<file path="src/rtl/vram_if.sv">
// Bus bundle between the VRAM arbiter, its three requesters and the single-port RAM.
// A request is held high until the one-cycle ack pulse; read data follows one cycle after the ack with its rvalid.
interface vram_if;
  logic [15:0] dispcnt;

  logic        disp_req;
  logic [15:0] disp_addr;
  logic [15:0] disp_rdata;
  logic        disp_rvalid;

  logic        cpu_req;
  logic        cpu_we;
  logic [1:0]  cpu_be;
  logic [15:0] cpu_addr;
  logic [15:0] cpu_wdata;
  logic        cpu_ack;
  logic [15:0] cpu_rdata;
  logic        cpu_rvalid;

  logic        dma_req;
  logic        dma_we;
  logic [1:0]  dma_be;
  logic [15:0] dma_addr;
  logic [15:0] dma_wdata;
  logic        dma_burst;
  logic        dma_ack;
  logic [15:0] dma_rdata;
  logic        dma_rvalid;

  logic [15:0] mem_addr;
  logic        mem_we;
  logic [1:0]  mem_be;
  logic [15:0] mem_wdata;
  logic [15:0] mem_rdata;

  modport slave (
    input  dispcnt,
    input  disp_req, disp_addr,
    output disp_rdata, disp_rvalid,
    input  cpu_req, cpu_we, cpu_be, cpu_addr, cpu_wdata,
    output cpu_ack, cpu_rdata, cpu_rvalid,
    input  dma_req, dma_we, dma_be, dma_addr, dma_wdata, dma_burst,
    output dma_ack, dma_rdata, dma_rvalid,
    output mem_addr, mem_we, mem_be, mem_wdata,
    input  mem_rdata
  );

  modport master (
    output dispcnt,
    output disp_req, disp_addr,
    input  disp_rdata, disp_rvalid,
    output cpu_req, cpu_we, cpu_be, cpu_addr, cpu_wdata,
    input  cpu_ack, cpu_rdata, cpu_rvalid,
    output dma_req, dma_we, dma_be, dma_addr, dma_wdata, dma_burst,
    input  dma_ack, dma_rdata, dma_rvalid,
    input  mem_addr, mem_we, mem_be, mem_wdata,
    output mem_rdata
  );
endinterface

</file>
<file path="src/rtl/vram_arbiter.sv">
// Single-port VRAM arbiter: display fetch has absolute priority, CPU and DMA share the rest
// round-robin (DMA can lock with dma_burst). Applies GBA VRAM mirroring and byte-write rules.
module vram_arbiter (
  input  logic       clk,
  input  logic       rst,
  vram_if.slave      bus,
  output logic [1:0] o_dbg_tag,
  output logic       o_dbg_rr_last
);

  typedef enum logic [1:0] {
    PORT_NONE = 2'd0,
    PORT_DISP = 2'd1,
    PORT_CPU  = 2'd2,
    PORT_DMA  = 2'd3
  } port_e;

  typedef enum logic {
    RR_CPU = 1'b0,
    RR_DMA = 1'b1
  } rr_e;

  port_e       r_tag;
  port_e       w_tag_nxt;
  port_e       w_win;
  rr_e         r_rr_last;
  rr_e         w_rr_nxt;

  logic [15:0] r_disp_rdata;
  logic [15:0] r_cpu_rdata;
  logic [15:0] r_dma_rdata;

  logic        w_req_we;
  logic [1:0]  w_req_be;
  logic [15:0] w_req_addr;
  logic [15:0] w_req_wdata;
  logic [15:0] w_map_addr;
  logic [15:0] w_obj_base;
  logic        w_obj_region;
  logic [7:0]  w_byte;

  logic        w_mem_we;
  logic [1:0]  w_mem_be;
  logic [15:0] w_mem_addr;
  logic [15:0] w_mem_wdata;

  logic        w_disp_rvalid;
  logic        w_cpu_rvalid;
  logic        w_dma_rvalid;

  // Winner selection; nothing is granted while reset is held.
  always_comb begin
    w_win = PORT_NONE;
    if (!rst) begin
      if (bus.disp_req) begin
        w_win = PORT_DISP;
      end else if (bus.dma_req && bus.dma_burst) begin
        w_win = PORT_DMA;
      end else if (bus.cpu_req && bus.dma_req) begin
        w_win = (r_rr_last == RR_DMA) ? PORT_CPU : PORT_DMA;
      end else if (bus.cpu_req) begin
        w_win = PORT_CPU;
      end else if (bus.dma_req) begin
        w_win = PORT_DMA;
      end
    end
  end

  // Route the winning port's request onto a common set of wires.
  always_comb begin
    w_req_we    = 1'b0;
    w_req_be    = 2'b00;
    w_req_addr  = 16'h0000;
    w_req_wdata = 16'h0000;
    unique case (w_win)
      PORT_DISP: begin
        w_req_be   = 2'b11;
        w_req_addr = bus.disp_addr;
      end
      PORT_CPU: begin
        w_req_we    = bus.cpu_we;
        w_req_be    = bus.cpu_be;
        w_req_addr  = bus.cpu_addr;
        w_req_wdata = bus.cpu_wdata;
      end
      PORT_DMA: begin
        w_req_we    = bus.dma_we;
        w_req_be    = bus.dma_be;
        w_req_addr  = bus.dma_addr;
        w_req_wdata = bus.dma_wdata;
      end
      default: ;
    endcase
  end

  // 0xC000-0xFFFF aliases onto 0x8000-0xBFFF (subtracting 0x4000 only flips bit 14).
  assign w_map_addr   = (w_req_addr[15:14] == 2'b11) ? {2'b10, w_req_addr[13:0]} : w_req_addr;
  assign w_obj_base   = (bus.dispcnt[2:0] >= 3'd3) ? 16'hA000 : 16'h8000;
  assign w_obj_region = (w_map_addr >= w_obj_base);
  assign w_byte       = w_req_be[0] ? w_req_wdata[7:0] : w_req_wdata[15:8];

  // Byte writes below the object area are replicated; byte writes into it are swallowed.
  always_comb begin
    w_mem_addr  = 16'h0000;
    w_mem_we    = 1'b0;
    w_mem_be    = 2'b00;
    w_mem_wdata = 16'h0000;
    if (w_win != PORT_NONE) begin
      w_mem_addr = w_map_addr;
      if (!w_req_we) begin
        w_mem_be = 2'b11;
      end else begin
        unique case (w_req_be)
          2'b11: begin
            w_mem_we    = 1'b1;
            w_mem_be    = 2'b11;
            w_mem_wdata = w_req_wdata;
          end
          2'b01, 2'b10: begin
            if (!w_obj_region) begin
              w_mem_we    = 1'b1;
              w_mem_be    = 2'b11;
              w_mem_wdata = {w_byte, w_byte};
            end
          end
          default: ;
        endcase
      end
    end
  end

  // Next-state: response tag follows read grants, rr_last follows CPU/DMA grants.
  always_comb begin
    w_tag_nxt = PORT_NONE;
    w_rr_nxt  = r_rr_last;
    if (w_win != PORT_NONE && !w_req_we) begin
      w_tag_nxt = w_win;
    end
    if (w_win == PORT_CPU) begin
      w_rr_nxt = RR_CPU;
    end else if (w_win == PORT_DMA) begin
      w_rr_nxt = RR_DMA;
    end
  end

  assign w_disp_rvalid = !rst && (r_tag == PORT_DISP);
  assign w_cpu_rvalid  = !rst && (r_tag == PORT_CPU);
  assign w_dma_rvalid  = !rst && (r_tag == PORT_DMA);

  always_ff @(posedge clk) begin
    if (rst) begin
      r_tag        <= PORT_NONE;
      r_rr_last    <= RR_DMA;
      r_disp_rdata <= 16'h0000;
      r_cpu_rdata  <= 16'h0000;
      r_dma_rdata  <= 16'h0000;
    end else begin
      r_tag     <= w_tag_nxt;
      r_rr_last <= w_rr_nxt;
      if (w_disp_rvalid) r_disp_rdata <= bus.mem_rdata;
      if (w_cpu_rvalid)  r_cpu_rdata  <= bus.mem_rdata;
      if (w_dma_rvalid)  r_dma_rdata  <= bus.mem_rdata;
    end
  end

  // Read data is forwarded straight from the RAM in the valid cycle, held registers otherwise.
  assign bus.disp_rvalid = w_disp_rvalid;
  assign bus.cpu_rvalid  = w_cpu_rvalid;
  assign bus.dma_rvalid  = w_dma_rvalid;
  assign bus.disp_rdata  = rst ? 16'h0000 : (w_disp_rvalid ? bus.mem_rdata : r_disp_rdata);
  assign bus.cpu_rdata   = rst ? 16'h0000 : (w_cpu_rvalid  ? bus.mem_rdata : r_cpu_rdata);
  assign bus.dma_rdata   = rst ? 16'h0000 : (w_dma_rvalid  ? bus.mem_rdata : r_dma_rdata);

  assign bus.cpu_ack   = (w_win == PORT_CPU);
  assign bus.dma_ack   = (w_win == PORT_DMA);
  assign bus.mem_addr  = w_mem_addr;
  assign bus.mem_we    = w_mem_we;
  assign bus.mem_be    = w_mem_be;
  assign bus.mem_wdata = w_mem_wdata;

  assign o_dbg_tag     = r_tag;
  assign o_dbg_rr_last = r_rr_last;

endmodule

</file>
<file path="src/flat_wrapper.sv">
// flat-port wrapper written by rule: the top's interface ports become plain ports
module vram_arbiter_flat 
  (clk, rst, o_dbg_tag, o_dbg_rr_last, bus_dispcnt, bus_disp_req, bus_disp_addr, bus_disp_rdata, bus_disp_rvalid, bus_cpu_req, bus_cpu_we, bus_cpu_be, bus_cpu_addr, bus_cpu_wdata, bus_cpu_ack, bus_cpu_rdata, bus_cpu_rvalid, bus_dma_req, bus_dma_we, bus_dma_be, bus_dma_addr, bus_dma_wdata, bus_dma_burst, bus_dma_ack, bus_dma_rdata, bus_dma_rvalid, bus_mem_addr, bus_mem_we, bus_mem_be, bus_mem_wdata, bus_mem_rdata);
  vram_if bus_i ();
  input  logic clk;
  input  logic rst;
  output logic [1:0] o_dbg_tag;
  output logic o_dbg_rr_last;
  input wire logic [$bits(bus_i.dispcnt)-1:0] bus_dispcnt;
  input wire logic [$bits(bus_i.disp_req)-1:0] bus_disp_req;
  input wire logic [$bits(bus_i.disp_addr)-1:0] bus_disp_addr;
  output wire logic [$bits(bus_i.disp_rdata)-1:0] bus_disp_rdata;
  output wire logic [$bits(bus_i.disp_rvalid)-1:0] bus_disp_rvalid;
  input wire logic [$bits(bus_i.cpu_req)-1:0] bus_cpu_req;
  input wire logic [$bits(bus_i.cpu_we)-1:0] bus_cpu_we;
  input wire logic [$bits(bus_i.cpu_be)-1:0] bus_cpu_be;
  input wire logic [$bits(bus_i.cpu_addr)-1:0] bus_cpu_addr;
  input wire logic [$bits(bus_i.cpu_wdata)-1:0] bus_cpu_wdata;
  output wire logic [$bits(bus_i.cpu_ack)-1:0] bus_cpu_ack;
  output wire logic [$bits(bus_i.cpu_rdata)-1:0] bus_cpu_rdata;
  output wire logic [$bits(bus_i.cpu_rvalid)-1:0] bus_cpu_rvalid;
  input wire logic [$bits(bus_i.dma_req)-1:0] bus_dma_req;
  input wire logic [$bits(bus_i.dma_we)-1:0] bus_dma_we;
  input wire logic [$bits(bus_i.dma_be)-1:0] bus_dma_be;
  input wire logic [$bits(bus_i.dma_addr)-1:0] bus_dma_addr;
  input wire logic [$bits(bus_i.dma_wdata)-1:0] bus_dma_wdata;
  input wire logic [$bits(bus_i.dma_burst)-1:0] bus_dma_burst;
  output wire logic [$bits(bus_i.dma_ack)-1:0] bus_dma_ack;
  output wire logic [$bits(bus_i.dma_rdata)-1:0] bus_dma_rdata;
  output wire logic [$bits(bus_i.dma_rvalid)-1:0] bus_dma_rvalid;
  output wire logic [$bits(bus_i.mem_addr)-1:0] bus_mem_addr;
  output wire logic [$bits(bus_i.mem_we)-1:0] bus_mem_we;
  output wire logic [$bits(bus_i.mem_be)-1:0] bus_mem_be;
  output wire logic [$bits(bus_i.mem_wdata)-1:0] bus_mem_wdata;
  input wire logic [$bits(bus_i.mem_rdata)-1:0] bus_mem_rdata;
  assign bus_i.dispcnt = bus_dispcnt;
  assign bus_i.disp_req = bus_disp_req;
  assign bus_i.disp_addr = bus_disp_addr;
  assign bus_disp_rdata = bus_i.disp_rdata;
  assign bus_disp_rvalid = bus_i.disp_rvalid;
  assign bus_i.cpu_req = bus_cpu_req;
  assign bus_i.cpu_we = bus_cpu_we;
  assign bus_i.cpu_be = bus_cpu_be;
  assign bus_i.cpu_addr = bus_cpu_addr;
  assign bus_i.cpu_wdata = bus_cpu_wdata;
  assign bus_cpu_ack = bus_i.cpu_ack;
  assign bus_cpu_rdata = bus_i.cpu_rdata;
  assign bus_cpu_rvalid = bus_i.cpu_rvalid;
  assign bus_i.dma_req = bus_dma_req;
  assign bus_i.dma_we = bus_dma_we;
  assign bus_i.dma_be = bus_dma_be;
  assign bus_i.dma_addr = bus_dma_addr;
  assign bus_i.dma_wdata = bus_dma_wdata;
  assign bus_i.dma_burst = bus_dma_burst;
  assign bus_dma_ack = bus_i.dma_ack;
  assign bus_dma_rdata = bus_i.dma_rdata;
  assign bus_dma_rvalid = bus_i.dma_rvalid;
  assign bus_mem_addr = bus_i.mem_addr;
  assign bus_mem_we = bus_i.mem_we;
  assign bus_mem_be = bus_i.mem_be;
  assign bus_mem_wdata = bus_i.mem_wdata;
  assign bus_i.mem_rdata = bus_mem_rdata;
  vram_arbiter u_core (.clk(clk), .rst(rst), .bus(bus_i), .o_dbg_tag(o_dbg_tag), .o_dbg_rr_last(o_dbg_rr_last));
endmodule
</file>
<file path="config.mk">
export PLATFORM = sky130hd
export DESIGN_NAME = vram_arbiter_flat
export DESIGN_NICKNAME = d
export VERILOG_FILES = /design/src/rtl/vram_if.sv /design/src/rtl/vram_arbiter.sv /design/src/flat_wrapper.sv
export SDC_FILE = /design/constraint.sdc
export NUM_CORES = 1
export LEC_CHECK = 0
export CAP_MARGIN = 20
export CORE_MARGIN = 4
export CORE_UTILIZATION = 36
export CTS_BUF_LIST = sky130_fd_sc_hd__clkbuf_4
export DETAILED_ROUTE_END_ITERATION = 12
export GPL_ROUTABILITY_DRIVEN = 0
export HOLD_SLACK_MARGIN = 0.15
export PLACE_DENSITY = 0.89
export REMOVE_ABC_BUFFERS = 1
export SLEW_MARGIN = 25
export SYNTH_ARGS = -nofsm -noshare
export SYNTH_HDL_FRONTEND = slang
export SYNTH_SLANG_ARGS = --single-unit
</file>
<file path="constraint.sdc">
create_clock -name clk -period 3.05 [get_ports clk]
set_input_delay 0.305 -clock clk [delete_from_list [all_inputs] [get_ports clk]]
set_output_delay 0.305 -clock clk [all_outputs]
set_load 0.005 [all_outputs]
</file>
---- Yosys cells after proc, flatten, opt, wreduce, memory -nomap -nowiden ----
Index checks and enable logic that the tools add are counted.
cells by class
  order comparisons ....................... 2
  eq/ne operators ......................... 10
  mux-type cells .......................... 35
  bitwise gates (word level) .............. 1
  reductions and logical operators ........ 12
operators by type and width
  operator                                              count
  two-way mux 16 bit                                    11
  case mux 16 bit (2 select lines)                      2
  case mux 16 bit (3 select lines)                      1
  two-way mux 2 bit                                     9
  >= comparator 16 bit                                  1
  equality test 2 bit (second input constant)           7
  two-way mux 14 bit                                    1
  two-way mux 8 bit                                     1
  equality test 2 x 1 -> 1 bit (second input constant)  3
  logical AND 1 bit                                     6
  two-way mux 1 bit                                     6
  case mux 2 bit (3 select lines)                       1
  case mux 1 bit (2 select lines)                       2
  case mux 2 bit (2 select lines)                       1
  nonzero test 2 bit                                    2
  OR reduction 2 bit                                    2
  >= comparator 3 x 2 -> 1 bit (second input constant)  1
  logical NOT 1 bit                                     2
  NOT 1 bit                                             1
word-level totals
  flip-flop bits (word level) ............. 51
  word-level logic and storage cells ...... 65

---- Depth between registers and ports, before layout ----
  word-level depth ........................ 15
  gate-level depth with buffers ........... 14
  gate-level depth less buffers ........... 11

---- Worst setup path after synthesis ----
No wires, ideal clock.
  path kind ............................... input -> output
  from .................................... in bus_dma_burst
  to ...................................... out bus_mem_wdata[11]
  arrival time ............................ 2,671 ps
  required time ........................... 2,745 ps
  path slack .............................. 74 ps
  stages .................................. 14
  path through ............................ nand3b_2 nand2_2 buf_4 buf_2 mux2i_1 o21ai_0 inv_1 ha_1 o21ai_0 a311oi_1 a31oi_2 nand2_4 buf_12 o22ai_1
between the ends
  word-level cells in the longest chain between the ends .. 13
  elaborated cells between the ends (all ways) .. 24
  those cells by class .................... 1 x order compare; 7 x eq/ne; 13 x mux; 3 x reduce/logical
ends and longest elaborated chain
  what                                                                 RTL line             RTL
  from (decl)                                                          flat_wrapper.sv:27   input wire logic [$bits(bus_i.dma_burst)-1:0] bus_dma_burst;
  logical AND 1 bit (*)                                                vram_arbiter.sv:57   end else if (bus.dma_req && bus.dma_burst) begin
  two-way mux 2 bit (*)                                                vram_arbiter.sv:57
  two-way mux 2 bit (*)                                                vram_arbiter.sv:55   if (bus.disp_req) begin
  two-way mux 2 bit (*)                                                vram_arbiter.sv:54   if (!rst) begin
  equality test 2 bit or equality test 2 x 1 -> 1 bit (tied branches)  vram_arbiter.sv:75   unique case (w_win)
  case mux 16 bit (3 select lines)                                     vram_arbiter.sv:75
  equality test 2 bit                                                  vram_arbiter.sv:97   assign w_map_addr = (w_req_addr[15:14] == 2'b11) ? {2'b10, w_req_addr[13:0]} : w_req_addr;
  two-way mux 16 bit                                                   vram_arbiter.sv:97
  >= comparator 16 bit                                                 vram_arbiter.sv:99   assign w_obj_region = (w_map_addr >= w_obj_base);
  two-way mux 16 bit                                                   vram_arbiter.sv:120  if (!w_obj_region) begin
  case mux 16 bit (2 select lines)                                     vram_arbiter.sv:113  unique case (w_req_be)
  two-way mux 16 bit                                                   vram_arbiter.sv:110  if (!w_req_we) begin
  two-way mux 16 bit (*)                                               vram_arbiter.sv:108  if (w_win != PORT_NONE) begin
  to (decl)                                                            flat_wrapper.sv:34   output wire logic [$bits(bus_i.mem_wdata)-1:0] bus_mem_wdata;
Every way passes the cells marked *; elsewhere a longest branch is shown, timed or not.

---- Final worst setup path ----
  from .................................... reg u_core.r_rr_last (netlist: u_core.o_dbg_rr_last)
  to ...................................... out bus_mem_wdata[12]
between the ends
  word-level cells in the longest chain between the ends .. 14
  elaborated cells between the ends (all ways) .. 25
  those cells by class .................... 1 x order compare; 7 x eq/ne; 15 x mux; 2 x reduce/logical
ends and longest elaborated chain
  what                                                                 RTL line             RTL
  from (decl)                                                          vram_arbiter.sv:26   rr_e r_rr_last;
  from (signal assigned)                                               vram_arbiter.sv:159  r_rr_last <= w_rr_nxt;
  two-way mux 1 bit (*)                                                vram_arbiter.sv:60   w_win = (r_rr_last == RR_DMA) ? PORT_CPU : PORT_DMA;
  two-way mux 2 bit (*)                                                vram_arbiter.sv:59   end else if (bus.cpu_req && bus.dma_req) begin
  two-way mux 2 bit (*)                                                vram_arbiter.sv:57
  two-way mux 2 bit (*)                                                vram_arbiter.sv:55
  two-way mux 2 bit (*)                                                vram_arbiter.sv:54
  equality test 2 bit or equality test 2 x 1 -> 1 bit (tied branches)  vram_arbiter.sv:75
  case mux 16 bit (3 select lines)                                     vram_arbiter.sv:75
  equality test 2 bit                                                  vram_arbiter.sv:97
  two-way mux 16 bit                                                   vram_arbiter.sv:97
  >= comparator 16 bit                                                 vram_arbiter.sv:99
  two-way mux 16 bit                                                   vram_arbiter.sv:120
  case mux 16 bit (2 select lines)                                     vram_arbiter.sv:113
  two-way mux 16 bit                                                   vram_arbiter.sv:110
  two-way mux 16 bit (*)                                               vram_arbiter.sv:108
Marked as above.

==> metrics.txt <==
# TYPE chip_impl_metric gauge
chip_impl_info{name="result_of_the_run",value="finished, final reports clean"} 1
chip_impl_metric{name="yosysSeqAreaShare",unit="%"} 33.4
chip_impl_metric{name="worst_setup_hold_path_clk_slew",unit="ps"} 130
chip_impl_info{name="post_synth_main_area_contributors",value="dfxtp_1 33%, nand2_1 12%, mux2i_1 8.5%"} 1
chip_impl_info{name="final_common_cell",value="clkdlybuf4s50_1"} 1
chip_impl_metric{name="total_leakage_power",unit="uW"} 0.00240
chip_impl_metric{name="skew",unit="ps"} 11.2
chip_impl_metric{name="wire_length_reported_by_the_detailed_router",unit="um"} 12000
chip_impl_metric{name="vias_in_the_first_global_route",unit=""} 3995
chip_impl_metric{name="synth.distinct_cells",unit=""} 49
chip_impl_metric{name="final_area",unit="sq um"} 5710
chip_impl_metric{name="via_count",unit=""} 3822
chip_impl_metric{name="finalSetupViolCount",unit=""} 0
chip_impl_metric{name="dieArea",unit="sq um"} 10000
chip_impl_metric{name="drt_iter0_markers",unit=""} 142
chip_impl_metric{name="initial_utilization",unit="%"} 37.2
chip_impl_metric{name="mapped_cells",unit=""} 400
chip_impl_metric{name="timing.fmax",unit="MHz"} 337
chip_impl_metric{name="post-dp-hpwl",unit="um"} 9520
chip_impl_metric{name="maxCapViolCount",unit=""} 0
chip_impl_metric{name="chipHeight",unit="um"} 100
chip_impl_metric{name="setup_ws",unit="ps"} 85.5
chip_impl_metric{name="numCtsBuffers",unit=""} 5
chip_impl_metric{name="p_total",unit="uW"} 1680
chip_impl_metric{name="dieWidth",unit="um"} 100
chip_impl_info{name="timing.setup.critical_path_class",value="register to output port"} 1
chip_impl_info{name="cts_tree",value="done"} 1
chip_impl_metric{name="clock_insertion_delay_worst_skew",unit="ps"} 350
chip_impl_metric{name="core_area",unit="sq um"} 8220
chip_impl_metric{name="slew_viol_final",unit=""} 0
chip_impl_info{name="holdCritPathClass",value="primary input to register"} 1
chip_impl_metric{name="synth_area",unit="sq um"} 3060
chip_impl_metric{name="via_per_inst",unit=""} 5.08
chip_impl_metric{name="portBuffers",unit=""} 201
chip_impl_metric{name="post_drt_wl_per_cell",unit="um"} 16.0
chip_impl_info{name="mostFrequentLayoutCells",value="177 x clkdlybuf4s50_1, 97 x nand2_1, 61 x buf_4, 50 x dfxtp_1, 33 x nor2_1"} 1
chip_impl_metric{name="timing.hold.ws",unit="ps"} 340
chip_impl_info{name="cp-end-kind",value="output port"} 1
chip_impl_metric{name="gr-total-overflow",unit=""} 0
chip_impl_metric{name="antenna_violations_before_repair",unit=""} 0
chip_impl_metric{name="ys_warn_count",unit=""} 0
chip_impl_metric{name="timing.final.hold_violations",unit=""} 0
chip_impl_metric{name="first_pass_grt_wire_length",unit="um"} 19100
chip_impl_metric{name="worst-path-max-fanout",unit=""} 8
chip_impl_metric{name="drc",unit=""} 0
chip_impl_metric{name="placement.cell_area",unit="sq um"} 5450
chip_impl_metric{name="arrival",unit="ps"} 2660
chip_impl_metric{name="required_time_of_the_critical_path",unit="ps"} 2740
chip_impl_metric{name="period_needed",unit="ps"} 2960
chip_impl_metric{name="worstRegToRegCells",unit=""} 7
chip_impl_metric{name="worst_slew_margin_rel",unit="%"} 51.4
chip_impl_metric{name="clock-sinks",unit=""} 51
chip_impl_metric{name="synth.ff_latch_count",unit=""} 51
chip_impl_metric{name="rows",unit=""} 33
chip_impl_metric{name="drive_gt1_share",unit="%"} 20.1
chip_impl_metric{name="grt.total_usage",unit="%"} 23.2
chip_impl_metric{name="clockBufferDepth",unit=""} 2
chip_impl_metric{name="setup_slack_placement",unit="ps"} -453
chip_impl_metric{name="antenna_violating_nets_post_route",unit=""} 0
chip_impl_metric{name="finish.utilization",unit="%"} 69.5
chip_impl_metric{name="max-vdd-ir-drop",unit="mV"} 0.272
chip_impl_info{name="synth_top_area_cell",value="dfxtp_1"} 1
chip_impl_info{name="clockRootBuffer",value="clkbuf_4"} 1
chip_impl_metric{name="layout_worst_path_cycle_share",unit="%"} 97.2
chip_impl_metric{name="syn_avg_cell_area",unit="sq um"} 7.64
chip_impl_metric{name="antenna_cells",unit=""} 0
chip_impl_metric{name="hold_depth",unit=""} 3
chip_impl_info{name="timing.critical_path.from_type",value="register"} 1
chip_impl_metric{name="tightestPinTransition",unit="ps"} 730
chip_impl_metric{name="drt_pre_antenna_iters",unit=""} 5
chip_impl_metric{name="fin_nets",unit=""} 775
chip_impl_metric{name="layout-area-overhead-vs-synth",unit="%"} 86.9
chip_impl_metric{name="cellPowerDensity",unit="nW/um^2"} 294
chip_impl_metric{name="yosys.area.top_type_share",unit="%"} 33.4
chip_impl_metric{name="grt_max_degree",unit=""} 52
chip_impl_metric{name="pin_count",unit=""} 215
chip_impl_metric{name="htree_num_levels",unit=""} 2
[routing by layer]
| metal | part of all wire (%) | track usage, % | vias to the layer above |
|---|---|---|---|
| met1 | 37 | 25.8 | 1733 |
| met2 | 52 | 44.0 | 191 |
| met3 | 8.7 | 4.79 | 22 |
| li1 | - | - | 1876 |
| met5 | 0 | 0 | - |
| met4 | 2.3 | 6.53 | 0 |
[per-stage QoR]
step / instances / TNS, ps
after floorplan: 374 / 0
after global placement: 727 / -4800
after detailed placement: 727 / -7770
after CTS: 753 / 0
after global routing: 753 / -177
final: 753 / 0
[cells by family after synthesis]
family / count (synthesis) / synth area share (%)
compound gates: 80 / 18.0
fa+ha+maj: 3 / 1.23
buf+inv: 39 / 5.86
flops: 51 / 33.4
mux: 28 / 9.25
simple gates: 199 / 32.2
[power breakdown]
group	internal [uW]	switching, uW	total, uW
Combinational	358	253	611
Clock	168	200	368
Sequential	691	9.41	701
Total	1220	463	1680
[final cells by class]
class                      instances  area (sq um)
timing repair buffer             266          2450
clock buffer                       5          37.5
tap                              105           131
clock inverter                     2          37.5
inverter                          13          48.8
fill                             625          2510
multi-input combinational        311          1980
sequential                        51          1020
[critical path: stages (launching register included)]
cell	delay, ps
dfxtp_4	390
nand3b_4	90
nand2_2	100
mux2i_1	200
o21ai_1	110
inv_1	110
ha_4	200
o21ai_2	60
a311oi_2	60
buf_4	180
a31oi_4	230
nand2_4	130
o22ai_1	160
clkdlybuf4s15_1	280
[synth_stat cells, drive strengths merged]
library cell and instances:
nand2 99, nand2b 18, o21a 1, a21oi 20
nor2b 2, nand3b 18, nand3 4, and2 2
mux2i 26, nand4b 1, buf 8, nor3b 1
mux2 2, inv 12, a21o 3, clkinv 1
a2111oi 1, ha 3, a31oi 1, a211oi 1
o22ai 16, nand4 6, o311a 2, and3b 1
nor3 5, or4 1, dfxtp 51, clkbuf 18
o21ai 29, o311ai 5, nor4 4, nor2 36
a311oi 1, or2b 1
[state kept, by name, summed over array words and instances (netlist names)]
signal,count
u_core.r_cpu_rdata,16
u_core.r_disp_rdata,16
u_core.r_dma_rdata,16
u_core.o_dbg_tag,2
u_core.o_dbg_rr_last,1
[path summary, 6_finish.rpt]
path / start / end / slack, ps
setup / recovery: u_core.o_dbg_rr_last / bus_mem_wdata[12] / 90
hold reg to reg: u_core.r_cpu_rdata[2] / u_core.r_cpu_rdata[2] / 470
hold / removal: rst / u_core.o_dbg_rr_last / 340
setup reg to reg: u_core.o_dbg_rr_last / u_core.o_dbg_tag[1] / 1580
[repair_timing]
item / 4_1_cts / 5_1_grt
pin swaps: 11 / 10
hold buffers: 0 / 0
gates cloned: 1 / 0
gates resized for setup: 86 / 14
buffers inserted: 18 / 0
setup endpoints to repair: 19 / 19
No activity file was read; power rests on OpenSTA's default activity.
